<file path="src/rtl/lcd_bus_monitor.sv">
// lcd_bus_monitor: passive HD44780 bus decoder keeping a 2x16 character shadow.
// Events are taken on the synchronized falling edge of lcd_en and applied one cycle later.
module lcd_bus_monitor #(
    parameter int CLK_SYNC_STAGES = 2
) (
    input  logic        clk,
    input  logic        rst,
    input  logic        lcd_rs,
    input  logic        lcd_rw,
    input  logic        lcd_en,
    input  logic [7:0]  lcd_data,
    input  logic [4:0]  rd_addr,
    output logic [7:0]  rd_char,
    output logic        disp_on,
    output logic [6:0]  cur_addr,
    output logic        busy,
    output logic        ovf,
    output logic        bad_addr,
    output logic [15:0] wr_cnt
);
    typedef enum logic {IDLE, CLEAR} state_t;
    state_t state;
    logic [CLK_SYNC_STAGES-1:0][10:0] sync;
    logic [10:0] prev;
    logic [9:0]  evd;
    logic        ev, inc, act, we;
    logic [4:0]  idx, wa;
    logic [7:0]  wd;
    logic [6:0]  nxt;
    logic [7:0]  mem [32];
    // bit layout of every bus sample: {rs, rw, en, data}
    always_ff @(posedge clk) begin
        if (rst) begin
            sync <= '0;
            prev <= '0;
            evd  <= '0;
            ev   <= 1'b0;
        end else begin
            sync <= {sync[CLK_SYNC_STAGES-2:0], {lcd_rs, lcd_rw, lcd_en, lcd_data}};
            prev <= sync[CLK_SYNC_STAGES-1];
            ev   <= prev[8] & ~sync[CLK_SYNC_STAGES-1][8];
            evd  <= {prev[10:9], prev[7:0]};
        end
    end
    assign busy = state == CLEAR;
    assign act  = ev & ~evd[8];
    always_comb begin
        nxt = inc ? (cur_addr == 7'h27 ? 7'h40 : cur_addr == 7'h67 ? 7'h00 : cur_addr + 7'd1)
                  : (cur_addr == 7'h00 ? 7'h67 : cur_addr == 7'h40 ? 7'h27 : cur_addr - 7'd1);
        we  = busy | (act & evd[9] & cur_addr[5:4] == 2'b00);
        wa  = busy ? idx : {cur_addr[6], cur_addr[3:0]};
        wd  = busy ? 8'h20 : evd[7:0];
    end
    always_ff @(posedge clk) begin
        if (we) mem[wa] <= wd;
    end
    always_ff @(posedge clk) begin
        if (rst) begin
            state    <= CLEAR;
            idx      <= '0;
            cur_addr <= '0;
            inc      <= 1'b1;
            disp_on  <= 1'b0;
            ovf      <= 1'b0;
            bad_addr <= 1'b0;
            wr_cnt   <= '0;
            rd_char  <= '0;
        end else begin
            rd_char <= mem[rd_addr];
            if (busy) begin
                idx <= idx + 5'd1;
                if (idx == 5'd31) state <= IDLE;
                if (act) ovf <= 1'b1;
            end else if (act && evd[9]) begin
                wr_cnt   <= wr_cnt + 16'd1;
                cur_addr <= nxt;
            end else if (act) begin
                casez (evd[7:0])
                    8'b1???????: begin
                        // legal windows are 0x00-0x27 and 0x40-0x67, i.e. low six bits <= 0x27
                        if (evd[5:0] <= 6'h27) cur_addr <= evd[6:0];
                        else bad_addr <= 1'b1;
                    end
                    8'b00001???: disp_on <= evd[2];
                    8'b000001??: inc <= evd[1];
                    8'b0000001?: cur_addr <= '0;
                    8'b00000001: begin
                        state    <= CLEAR;
                        idx      <= '0;
                        cur_addr <= '0;
                        inc      <= 1'b1;
                    end
                    default: ;
                endcase
            end
        end
    end
endmodule

</file>
<file path="config.mk">
export PLATFORM = sky130hd
export DESIGN_NAME = lcd_bus_monitor
export DESIGN_NICKNAME = d
export VERILOG_FILES = /design/src/rtl/lcd_bus_monitor.sv
export SDC_FILE = /design/constraint.sdc
export NUM_CORES = 1
export LEC_CHECK = 0
export ABC_CLOCK_PERIOD_IN_PS = 4000
export CAP_MARGIN = 30
export CORE_MARGIN = 2
export CORE_UTILIZATION = 65
export DETAILED_ROUTE_END_ITERATION = 10
export PLACE_DENSITY_LB_ADDON = 0.08
export SYNTH_ARGS = -nofsm -noshare
export SYNTH_HDL_FRONTEND = slang
export SYNTH_SLANG_ARGS = --single-unit
</file>
<file path="constraint.sdc">
create_clock -name clk -period 4 [get_ports clk]
set_input_delay 0.4 -clock clk [delete_from_list [all_inputs] [get_ports clk]]
set_output_delay 0.4 -clock clk [all_outputs]
set_load 0.02 [all_outputs]
</file>
== Word level (Yosys, flattened, before mapping) ==
Memory sizes are Yosys's and may differ from the RTL's. A register that Yosys moved wholly into a read port is not among the register bits.
Index checks and enable logic that the tools add are counted.

* Add/subtract/negate cells: 4
* Order comparisons: 1
* Equal/unequal tests: 10
* Mux-type cells: 23
* Bitwise operators: 10
* Reduce and logical (&&, ||, !) cells: 16

{| class="wikitable"
|+ Operators by type and width
! cell !! count
|-
| 2-to-1 mux 7 bit || 8
|-
| 2-to-1 mux 5 bit || 5
|-
| adder 16 x 1 -> 16 bit, second input constant || 1
|-
| equality test 7 bit, second input constant || 2
|-
| case mux 7 bit (2 select lines) || 1
|-
| AND reduction 4 bit || 3
|-
| equality test 8 x 1 -> 1 bit, second input constant || 1
|-
| 2-to-1 mux 8 bit || 1
|-
| nonzero test 2 bit || 4
|-
| adder 7 x 1 -> 7 bit, second input constant || 1
|-
| equality test 7 x 1 -> 1 bit, second input constant || 1
|-
| equality test 7 x 6 -> 1 bit, second input constant || 1
|-
| zero test 7 bit || 1
|-
| 2-to-1 mux 1 bit || 7
|-
| subtractor 7 x 1 -> 7 bit, second input constant || 1
|-
| equality test 6 x 1 -> 1 bit, second input constant || 1
|-
| <= comparator 6 bit, second input constant || 1
|-
| adder 5 x 1 -> 5 bit, second input constant || 1
|-
| equality test 5 x 1 -> 1 bit, second input constant || 1
|-
| equality test 5 bit, second input constant || 1
|-
| inverter 1 bit || 5
|-
| AND reduction 5 bit || 1
|-
| bitwise AND 1 bit || 4
|-
| AND reduction 2 bit || 2
|-
| 9 further kinds || 9
|}

* Bits in registers: 77
* RAM bits: 256
* Output and inout bits: 35
* Logic and storage cells: 78
* Memories: 1

{| class="wikitable"
|+ Memory list
! memory !! depth !! width !! rd ports !! clocked after memory_dff !! wr ports !! line !! source
|-
| mem || 32 || 8 || 1 || 1 || 1 || 30 || <nowiki>logic [7:0] mem [32];</nowiki>
|}

== Depth between registers and ports, before layout ==
Gate-level depths: netlist of the first run.

* Depth in word-level cells: 7
* Gate-level depth with buffers: 7
* Gate-level depth less buffers: 7

== Least setup slack after synthesis of the first run ==
No wires, ideal clock.

* Path kind: register -> register
* Start: register state (netlist: busy)
* End: memory mem[0][2] (data pin)
* Data arrival time: 1.856 ns
* Required time: 3.641 ns
* Path slack: 1.784 ns
* Cell stages (with the launch flop): 5
* Period minus slack after synthesis: 2.216 ns
* Path through: dfxtp_1 > clkbuf_1 > clkbuf_1 > clkbuf_1 > nor2b_1

* Word-level cells in the longest chain between the ends: 1

{| class="wikitable"
|+ RTL lines
! element !! line !! source
|-
| from (decl) || 22 || <nowiki>state_t state;</nowiki>
|-
| from (signal assigned) || 59 || <nowiki>state <= CLEAR;</nowiki>
|-
| from (signal assigned) || 72 || <nowiki>if (idx == 5'd31) state <= IDLE;</nowiki>
|-
| from (signal assigned) || 88 || <nowiki>state <= CLEAR;</nowiki>
|-
| 2-to-1 mux 8 bit || 52 || <nowiki>wd = busy ? 8'h20 : evd[7:0];</nowiki>
|-
| via wd[2] || 28 || <nowiki>logic [7:0] wd;</nowiki>
|-
| to (decl) || 30 ||
|}

The timed path passes the listed nets, and every way through them passes these cells.

== Final worst setup path of the first run ==
* Start: register state (netlist: busy)
* End: memory mem[4][4] (enable)

* Word-level cells in the longest chain between the ends: 3
* Elaborated cells between the ends (all ways): 4
* Classes of those cells: mux (3); bitwise (1)

{| class="wikitable"
|+ RTL lines
! element !! line !! source
|-
| OR 1 bit || 50 || <nowiki>we = busy | (act & evd[9] & cur_addr[5:4] == 2'b00);</nowiki>
|-
| 2-to-1 mux 1 bit || 55 || <nowiki>if (we) mem[wa] <= wd;</nowiki>
|-
| 2-to-1 mux 1 bit (implied by the code) || 55 ||
|}

Parallel ways exist; a longest one is shown, timed or not.

==> qor.yml, run 1 <==
layout-drive-gt1-share: 0.171
finalHoldViolCount: 0
syn_nets: 817
fp.dieW_um: 147
critPathTopFamily: "simple AND/OR/NAND/NOR gates"
synth_warnings: 0
path_cells: "buf_4 -> mux2i_1 -> nand2_1 -> nor2_1"
cpPeakStageDelay_ps: 800
setup_viol: 0
crit_path_max_fanout: 20
placed_cell_area_mm2: 0.0141
wl_um: 27800
holdPathEnd: "ev"
gp_congestion: 0.828
yosysUniqueCellTypes: 55
antennaDiodeCount: 0
cts_inserted_buffers: 34
reg2reg_from: "busy"
synth.most_common_cell: "edfxtp_1"
post-cts-setup-buffer-count: 0
synth_ff_type: "edfxtp_1"
std_cell_rows: 52
synth_top_area_cell: "edfxtp_1"
setup-tns-final_ps: 0
critPathLaunchType: "flop"
htreeDepth: 2
final_net_count: 879
viasPerCell: 6.34
r2r_slack_ps: 1040
holdBufCountCts: 0
synth_area_leaders: "edfxtp_1, dfxtp_1, mux4_2, nor2b_1, mux4_1"
min_path_type: "reg -> reg"
cts_root_buf: "clkbuf_16"
antenna_found_initial: 0
slew_headroom: 0.365
stdcell_area_mm2: 0.0152
hold_path_depth: 1
ant_nets: 0
crit_slowest_cell: "dfxtp_1"
synth-edff-count: 256
firstDrtPassIters: 5
synth-async-reset-ratio: 0
numPortBuffers: 52
grt_max_degree: 53
nFillCells: 1104
yosysSeqAreaShare: 0.707
power_mw: 7.13
p_per_area_mw_per_mm2: 471
cts.sinks: 341
die_h_um: 147
syn2layout_area_growth_pct: 14.2
grt_overflow: 0
synth_commonest_cells: "edfxtp_1, dfxtp_1, mux4_2"
clock_latency_ps: 500
synth_top_area_share: 0.579
rsz0062_at_grt: "false"
ys_ff_latch: 341
crit_arrival_ps: 3090
layout_min_cycle_time_ps: 2960
cts_resized: 0
fin_ws_ps: 1040
r2r_end: "mem[4][4]"
ios: 53
fin_skew_ps: 10.4
cp-end-kind: "flop"
status: "finished, final reports clean"
synth.avg_cell_area_um2: 16.7
grt_pass1_wl_um: 43100
cts_tree: "yes"
finalMaxSlewViolations: 0
cp.required_ps: 4120
dp_worst_setup_slack_ps: 1120
worst_slew_pin_slew_ps: 948
worstHoldStart: "sync[19]"
drt_iter0_drc: 638
netlist_instances: 794
timing.fmax_mhz: 338
die_area_mm2: 0.0216
route.vias.total: 7308
track_usage: 0.266
dp_hpwl_um: 17100
drv_cap: 0
ff2ff_path_depth: 4
drc: 0
finalCritPeriodShare: 0.740
path_clk_slew_ps: 60
routedWlPerCell_um: 24.1
syn_area_mm2: 0.0133
worstSetupPathType: "reg -> reg"
peakVddDrop_v: 0.000340
initial_core_util: 0.660
clockBufferDepth: 3
core_mm2: 0.0201
path_buf_inv: 1
p_leak_nw: 5.45
grt_pass1_vias: 7376
==> per-stage QoR <==
stage,util,cells,hold slack [ps]
floorplan,-,794,390
global placement,0.698,1089,406
detailed placement,0.699,1090,405
CTS,0.754,1152,413
global route,0.754,1152,444
finish,0.754,1152,418
==> kinds of logic (layout without fill, tap and decap cells) <==
kind of cell	Yosys count	count (layout)	share of synthesized area
flops	341	341	0.707
simple gates	215	215	0.0847
compound gates	87	87	0.0447
mux	79	79	0.130
buf+inv	56	144	0.0211
xor+xnor	11	11	0.00726
fa+ha+maj	5	5	0.00471
==> flip-flops by register name, indices dropped and copies added (netlist names), 5 cells and up <==
name      cells
cur_addr      7
mem         256
wr_cnt       16
rd_char       8
idx           5
prev         11
sync         22
evd          10
==> worst max-delay path by stage <==
stage	startpoint	end	slack, ps	depth (start not counted)
after floorplan	busy	mem[0][2]	1780	4
after global routing	busy	mem[2][5]	860	4
after detailed placement	busy	mem[7][1]	1120	4
final	busy	mem[4][4]	1040	4
after global placement	busy	mem[7][4]	1270	4
after CTS	busy	mem[4][2]	1120	4
==> power breakdown <==
part	internal, mW	switching [mW]	leakage (nW)	total, mW
Clock	1.82	1.26	0.531	3.07
Combinational	0.104	0.136	1.40	0.240
Sequential	3.80	0.0178	3.52	3.82
==> per-layer routing <==
layer / routed length, um / track usage / part of all wire
met1: 11000 / 0.376 / 0.40
met2: 13600 / 0.429 / 0.49
met3: 2330 / 0.0484 / 0.084
met4: 843 / 0.0947 / 0.030
met5: 0 / 0 / 0
==> layout by cell type, fill, tap and decap left out, drive strengths merged, types with 3 or more instances in the layout <==
| master | n |
|---|---|
| a2111oi | 8 |
| a211oi | 7 |
| a21oi | 19 |
| a31oi | 4 |
| buf | 17 |
| clkbuf | 48 |
| clkdlybuf4s50 | 49 |
| clkinv | 8 |
| clkinvlp | 4 |
| dfxtp | 85 |
| edfxtp | 256 |
| ha | 5 |
| inv | 17 |
| mux2i | 6 |
| mux4 | 72 |
| nand2 | 28 |
| nand2b | 8 |
| nand3 | 12 |
| nand3b | 3 |
| nand4 | 6 |
| nor2 | 61 |
| nor2b | 60 |
| nor3 | 11 |
| nor4 | 3 |
| o211ai | 3 |
| o21ai | 19 |
| o22ai | 10 |
| o32a | 4 |
| or2 | 4 |
| or3 | 9 |
| xnor2 | 8 |
| xor2 | 3 |
==> final cells by class <==
| type | instances | area [um2] | area share |
|---|---|---|---|
| Clock buffer | 48 | 998 | 0.0659 |
| Sequential cell | 341 | 9390 | 0.619 |
| Multi-Input combinational cell | 397 | 3620 | 0.239 |
| Tap cell | 270 | 338 | 0.0223 |
| Inverter | 16 | 60.1 | 0.00396 |
| Timing Repair Buffer | 66 | 646 | 0.0426 |
| Clock inverter | 14 | 105 | 0.00693 |
Power figures use the tool's default switching activity.
==> run 2: changes to the inputs <==
- ABC_CLOCK_PERIOD_IN_PS: 4000 -> 2900
- CORE_UTILIZATION: 65 -> 60
- clock period: 4 -> 2.9 ns (I/O delays scaled with it)
==> run 2 against run 1 <==
Against the previous run:
- critical path depth is 3 higher
- non-clock buffer count rose by 38
- final cell count increased by 4.1%
- via count grew 1.4%
- clock power up 37%
- routed wire length up 1.5%
- flip-flop and latch count did not move
- clock skew up 5.4 ps
- total power increased by 38%
- first-iteration DRC count up 9.4%
- register-to-register slack worse by 280 ps
- worst hold slack worse by 240 ps
==> qor.yml, run 2 (synthesis gave the netlist of run 1 again) <==
timing.fmax_mhz: 466
finalMaxSlewViolations: 0
clockBufferDepth: 3
die_area_mm2: 0.0233
final_common_cell: "edfxtp_1"
drt_iter0_drc: 698
dp_hpwl_um: 18000
crit_path_max_fanout: 8
post-cts-setup-buffer-count: 0
ant_nets: 0
layout_common_cells: "edfxtp_1, dfxtp_1, mux4_2, nor2_1, nor2b_1"
status: "finished, final reports clean"
route.vias.total: 7407
layout-drive-gt1-share: 0.200
antenna_found_initial: 0
cts_root_buf: "clkbuf_16"
fp.dieW_um: 153
seq_power_share: 0.536
p_int_mw: 7.89
cp.required_ps: 3110
fin_skew_ps: 15.8
holdBufCountCts: 0
wl_um: 28200
path_cells: "nand2b_1 -> nor2_1 -> buf_4 -> nand3_1 -> o32a_1 -> nor2_1 -> buf_4"
syn2layout_area_growth_pct: 16.3
path_clk_slew_ps: 60
initial_core_util: 0.610
drv_cap: 0
layout_min_cycle_time_ps: 2140
critPathTopFamily: "simple AND/OR/NAND/NOR gates"
core_mm2: 0.0218
htreeDepth: 2
peakVddDrop_v: 0.000447
nFillCells: 1393
grt_pass1_vias: 7737
rsz0062_at_grt: "false"
netSwitchingPower_mw: 1.94
worstSetupPathType: "reg -> reg"
grt_overflow: 0
fin_util: 0.709
largest_reg_flops: 256
p_clk_frac: 0.428
cp-end-kind: "flop"
p_sw_frac: 0.197
crit_arrival_ps: 2350
largest_register: "mem"
grt_pass1_wl_um: 44500
numPortBuffers: 52
cts_tree: "yes"
track_usage: 0.249
fin_ws_ps: 756
final_net_count: 917
worst_slew_pin_slew_ps: 702
dp_worst_setup_slack_ps: 452
drc: 0
comb_power_share: 0.035
cts_inserted_buffers: 34
p_leak_nw: 5.65
cpPeakStageDelay_ps: 510
slew_headroom: 0.532
p_per_area_mw_per_mm2: 637
finalHoldViolCount: 0
gp_congestion: 0.820
finalCritPeriodShare: 0.739
antennaDiodeCount: 0
setup_viol: 0
cts_resized: 0
cts.sinks: 341
reg.largest.list: "mem (256), sync (22), wr_cnt (16)"
crit_slowest_cell: "o32a_1"
grt_max_degree: 40
setup-tns-final_ps: 0
clock_latency_ps: 500
die_h_um: 153
std_cell_rows: 54
ios: 53
viasPerCell: 6.18
min_path_type: "in -> reg"
critPathLaunchType: "flop"
path_buf_inv: 2
routedWlPerCell_um: 23.5
firstDrtPassIters: 5
run 2: cell types whose count changed in the layout (fill, tap and decap cells not counted), moves of 2 or more:
cell / change
clkinvlp_4: -2
bufinv_16: +2
clkinv_2: +2
clkbuf_1: +2
clkinv_1: +2
buf_4: +38
clkbuf_8: -3
clkbuf_16: -2
run 2: area by class of cell:
type / count / area, um2 / share of cell area
multi-input cells: 397 / 3620 / 0.235
repair buffers: 104 / 943 / 0.0611
clock buffers: 44 / 910 / 0.0589
clock inverters: 17 / 161 / 0.0105
inverters: 16 / 60.1 / 0.00389
well taps: 280 / 350 / 0.0227
flip-flops and latches: 341 / 9390 / 0.608
run 2: final timing paths:
path | startpoint | endpoint | slack, ps | depth (start not counted)
worst min-delay path | rst | prev[0] | 180 | 2
worst min register to register | sync[19] | ev | 420 | 1
worst max register to register | evd[8] | mem[20][7] | 760 | 7
worst max-delay path | evd[8] | mem[20][7] | 760 | 7
run 2: per-stage QoR:
stage	instances	hold WS [ps]	area, um2	power [mW]
finish	1199	177	15400	9.82
detailed placement	1138	414	14400	5.72
global route	1199	203	15400	10.1
floorplan	794	390	13300	5.60
CTS	1199	170	15400	9.91
global placement	1137	403	14300	5.71
run 2: power by group through the flow:
stage	clock network [mW]	registers [mW]	logic [mW]
final	4.21	5.27	0.348
after global routing	4.46	5.27	0.373
after CTS	4.28	5.27	0.352
after detailed placement	0	5.38	0.349
after global placement	0	5.37	0.341
after floorplan	0	5.37	0.221
run 2: metal layers:
metal | global-route usage | vias to the layer above | part of all wire
met3 | 0.0506 | 52 | 0.075
met4 | 0.0701 | 0 | 0.022
li1 | - | 3293 | -
met2 | 0.423 | 338 | 0.51
met5 | 0 | - | 0
met1 | 0.333 | 3724 | 0.40
==> run 3: changes to the inputs <==
- ABC_CLOCK_PERIOD_IN_PS: 2900 -> 2170
- clock period: 2.9 -> 2.17 ns (I/O delays scaled with it)
==> run 3 against run 2 <==
Against the previous run:
- final cell count increased by 2.0%
- worst hold slack improved by 50 ps
- critical path type unchanged
- highest routed layer unchanged
- die area unchanged
- via count decreased by 0.88%
- largest power group unchanged
==> qor.yml, run 3 (synthesis gave the netlist of run 1 again) <==
min_path_type: "in -> reg"
setup_viol: 0
core_mm2: 0.0218
p_per_area_mw_per_mm2: 840
finalCritPeriodShare: 0.942
die_area_mm2: 0.0233
grt_overflow: 0
holdBufCountCts: 0
htreeDepth: 2
p_clk_frac: 0.431
ios: 53
layout_min_cycle_time_ps: 2040
cts.sinks: 341
worstHoldStart: "rst"
p_leak_nw: 5.81
final_net_count: 942
cts_tree: "yes"
cts_inserted_buffers: 34
viasPerCell: 6.00
layout-drive-gt1-share: 0.239
clockBufferDepth: 3
fp.dieW_um: 153
initial_core_util: 0.610
p_int_mw: 10.6
clock_latency_ps: 510
routedWlPerCell_um: 22.1
cp-end-kind: "flop"
fin_skew_ps: 17.6
crit_path_start: "evd[3]"
std_cell_rows: 54
dp_worst_setup_slack_ps: -145
seq_power_share: 0.532
cts_root_buf: "clkbuf_16"
timing.fmax_mhz: 489
fin_util: 0.724
finalMaxSlewViolations: 0
worstSetupPathType: "reg -> reg"
slew_headroom: 0.499
syn2layout_area_growth_pct: 18.7
dp_hpwl_um: 17900
reg2reg_from: "evd[3]"
netSwitchingPower_mw: 2.60
status: "finished, final reports clean"
wl_um: 27000
final_common_cell: "edfxtp_1"
reg.largest.list: "mem (256), sync (22), wr_cnt (16)"
track_usage: 0.238
drt_iter0_drc: 631
worst_slew_pin_slew_ps: 748
worst_hold_slack_ps: 227
largest_reg_flops: 256
crit_arrival_ps: 2420
antennaDiodeCount: 0
hold_path_depth: 2
critPathLaunchType: "flop"
multiInputGateArea_mm2: 0.00364
rsz0062_at_grt: "false"
finalHoldViolCount: 0
path_clk_slew_ps: 60
antenna_found_initial: 0
ant_nets: 0
crit_path_max_fanout: 5
final_cells: 1223
largest_register: "mem"
regArea_mm2: 0.00939
ff2ff_path_depth: 5
grt_pass1_vias: 7484
grt_pass1_wl_um: 42700
fin_ws_ps: 126
drv_cap: 0
die_h_um: 153
drc: 0
gp_congestion: 0.906
grt_max_degree: 33
layout_common_cells: "edfxtp_1, dfxtp_1, buf_4, mux4_2, nor2b_1"
placed_cells: 1163
cp.required_ps: 2550
numPortBuffers: 52
p_sw_frac: 0.196
peakVddDrop_v: 0.000634
nFillCells: 1364
route.vias.total: 7342
firstDrtPassIters: 5
comb_power_share: 0.038
-- run 3: changes by cell type in the layout (fill, tap and decap cells not counted), moves of 4 or more --
cell,delta
buf_8,+4
nor2_2,+8
nor2_1,-8
buf_4,+16
clkbuf_1,-4
buf_12,+6
-- run 3: worst max-delay path: stages, from the launching register on --
cell and delay [ps]:
dfxtp_1 340, or4_4 560, or3_4 360, o41a_1 460
a22oi_2 160, nor2_1 50
-- run 3: metal layers --
layer	share of wire	track usage
met4	0.019	0.0688
met1	0.43	0.335
met2	0.50	0.400
met5	0	0
met3	0.057	0.0304
-- run 3: layout make-up --
type / instances / share of cell area
Clock inverter: 13 / 0.00762
Inverter: 16 / 0.00381
Tap cell: 280 / 0.0222
Clock buffer: 47 / 0.0619
Multi-Input combinational cell: 397 / 0.231
Sequential cell: 341 / 0.596
Timing Repair Buffer: 129 / 0.0772
-- run 3: power by group through the flow --
| stage | clock, mW | sequential, mW | combinational [mW] |
|---|---|---|---|
| after floorplan | 0 | 7.18 | 0.300 |
| after global placement | 0 | 7.18 | 0.491 |
| after detailed placement | 0 | 7.18 | 0.501 |
| after CTS | 5.78 | 7.04 | 0.504 |
| after global routing | 6.04 | 7.04 | 0.535 |
| final | 5.70 | 7.04 | 0.497 |
-- run 3: worst paths after layout --
| path | to | slack [ps] |
|---|---|---|
| worst min register to register | sync[12] | 430 |
| worst max register to register | idx[4] | 130 |
| worst min-delay path | evd[6] | 230 |
| worst max-delay path | idx[4] | 130 |
-- run 3: through the flow --
step | setup TNS, ps | cell area, um2 | total power [mW]
after floorplan | -12590 | 13300 | 7.48
after global placement | -87.3 | 14600 | 7.67
after detailed placement | -145 | 14700 | 7.68
after CTS | 0 | 15800 | 13.3
after global routing | 0 | 15800 | 13.6
final | 0 | 15800 | 13.2
-- run 3: what timing repair did --
| item | in CTS | in global routing |
|---|---|---|
| setup endpoints to repair | 0 | 16 |
| buffers inserted | 0 | 0 |
| resized for setup | 0 | 2 |
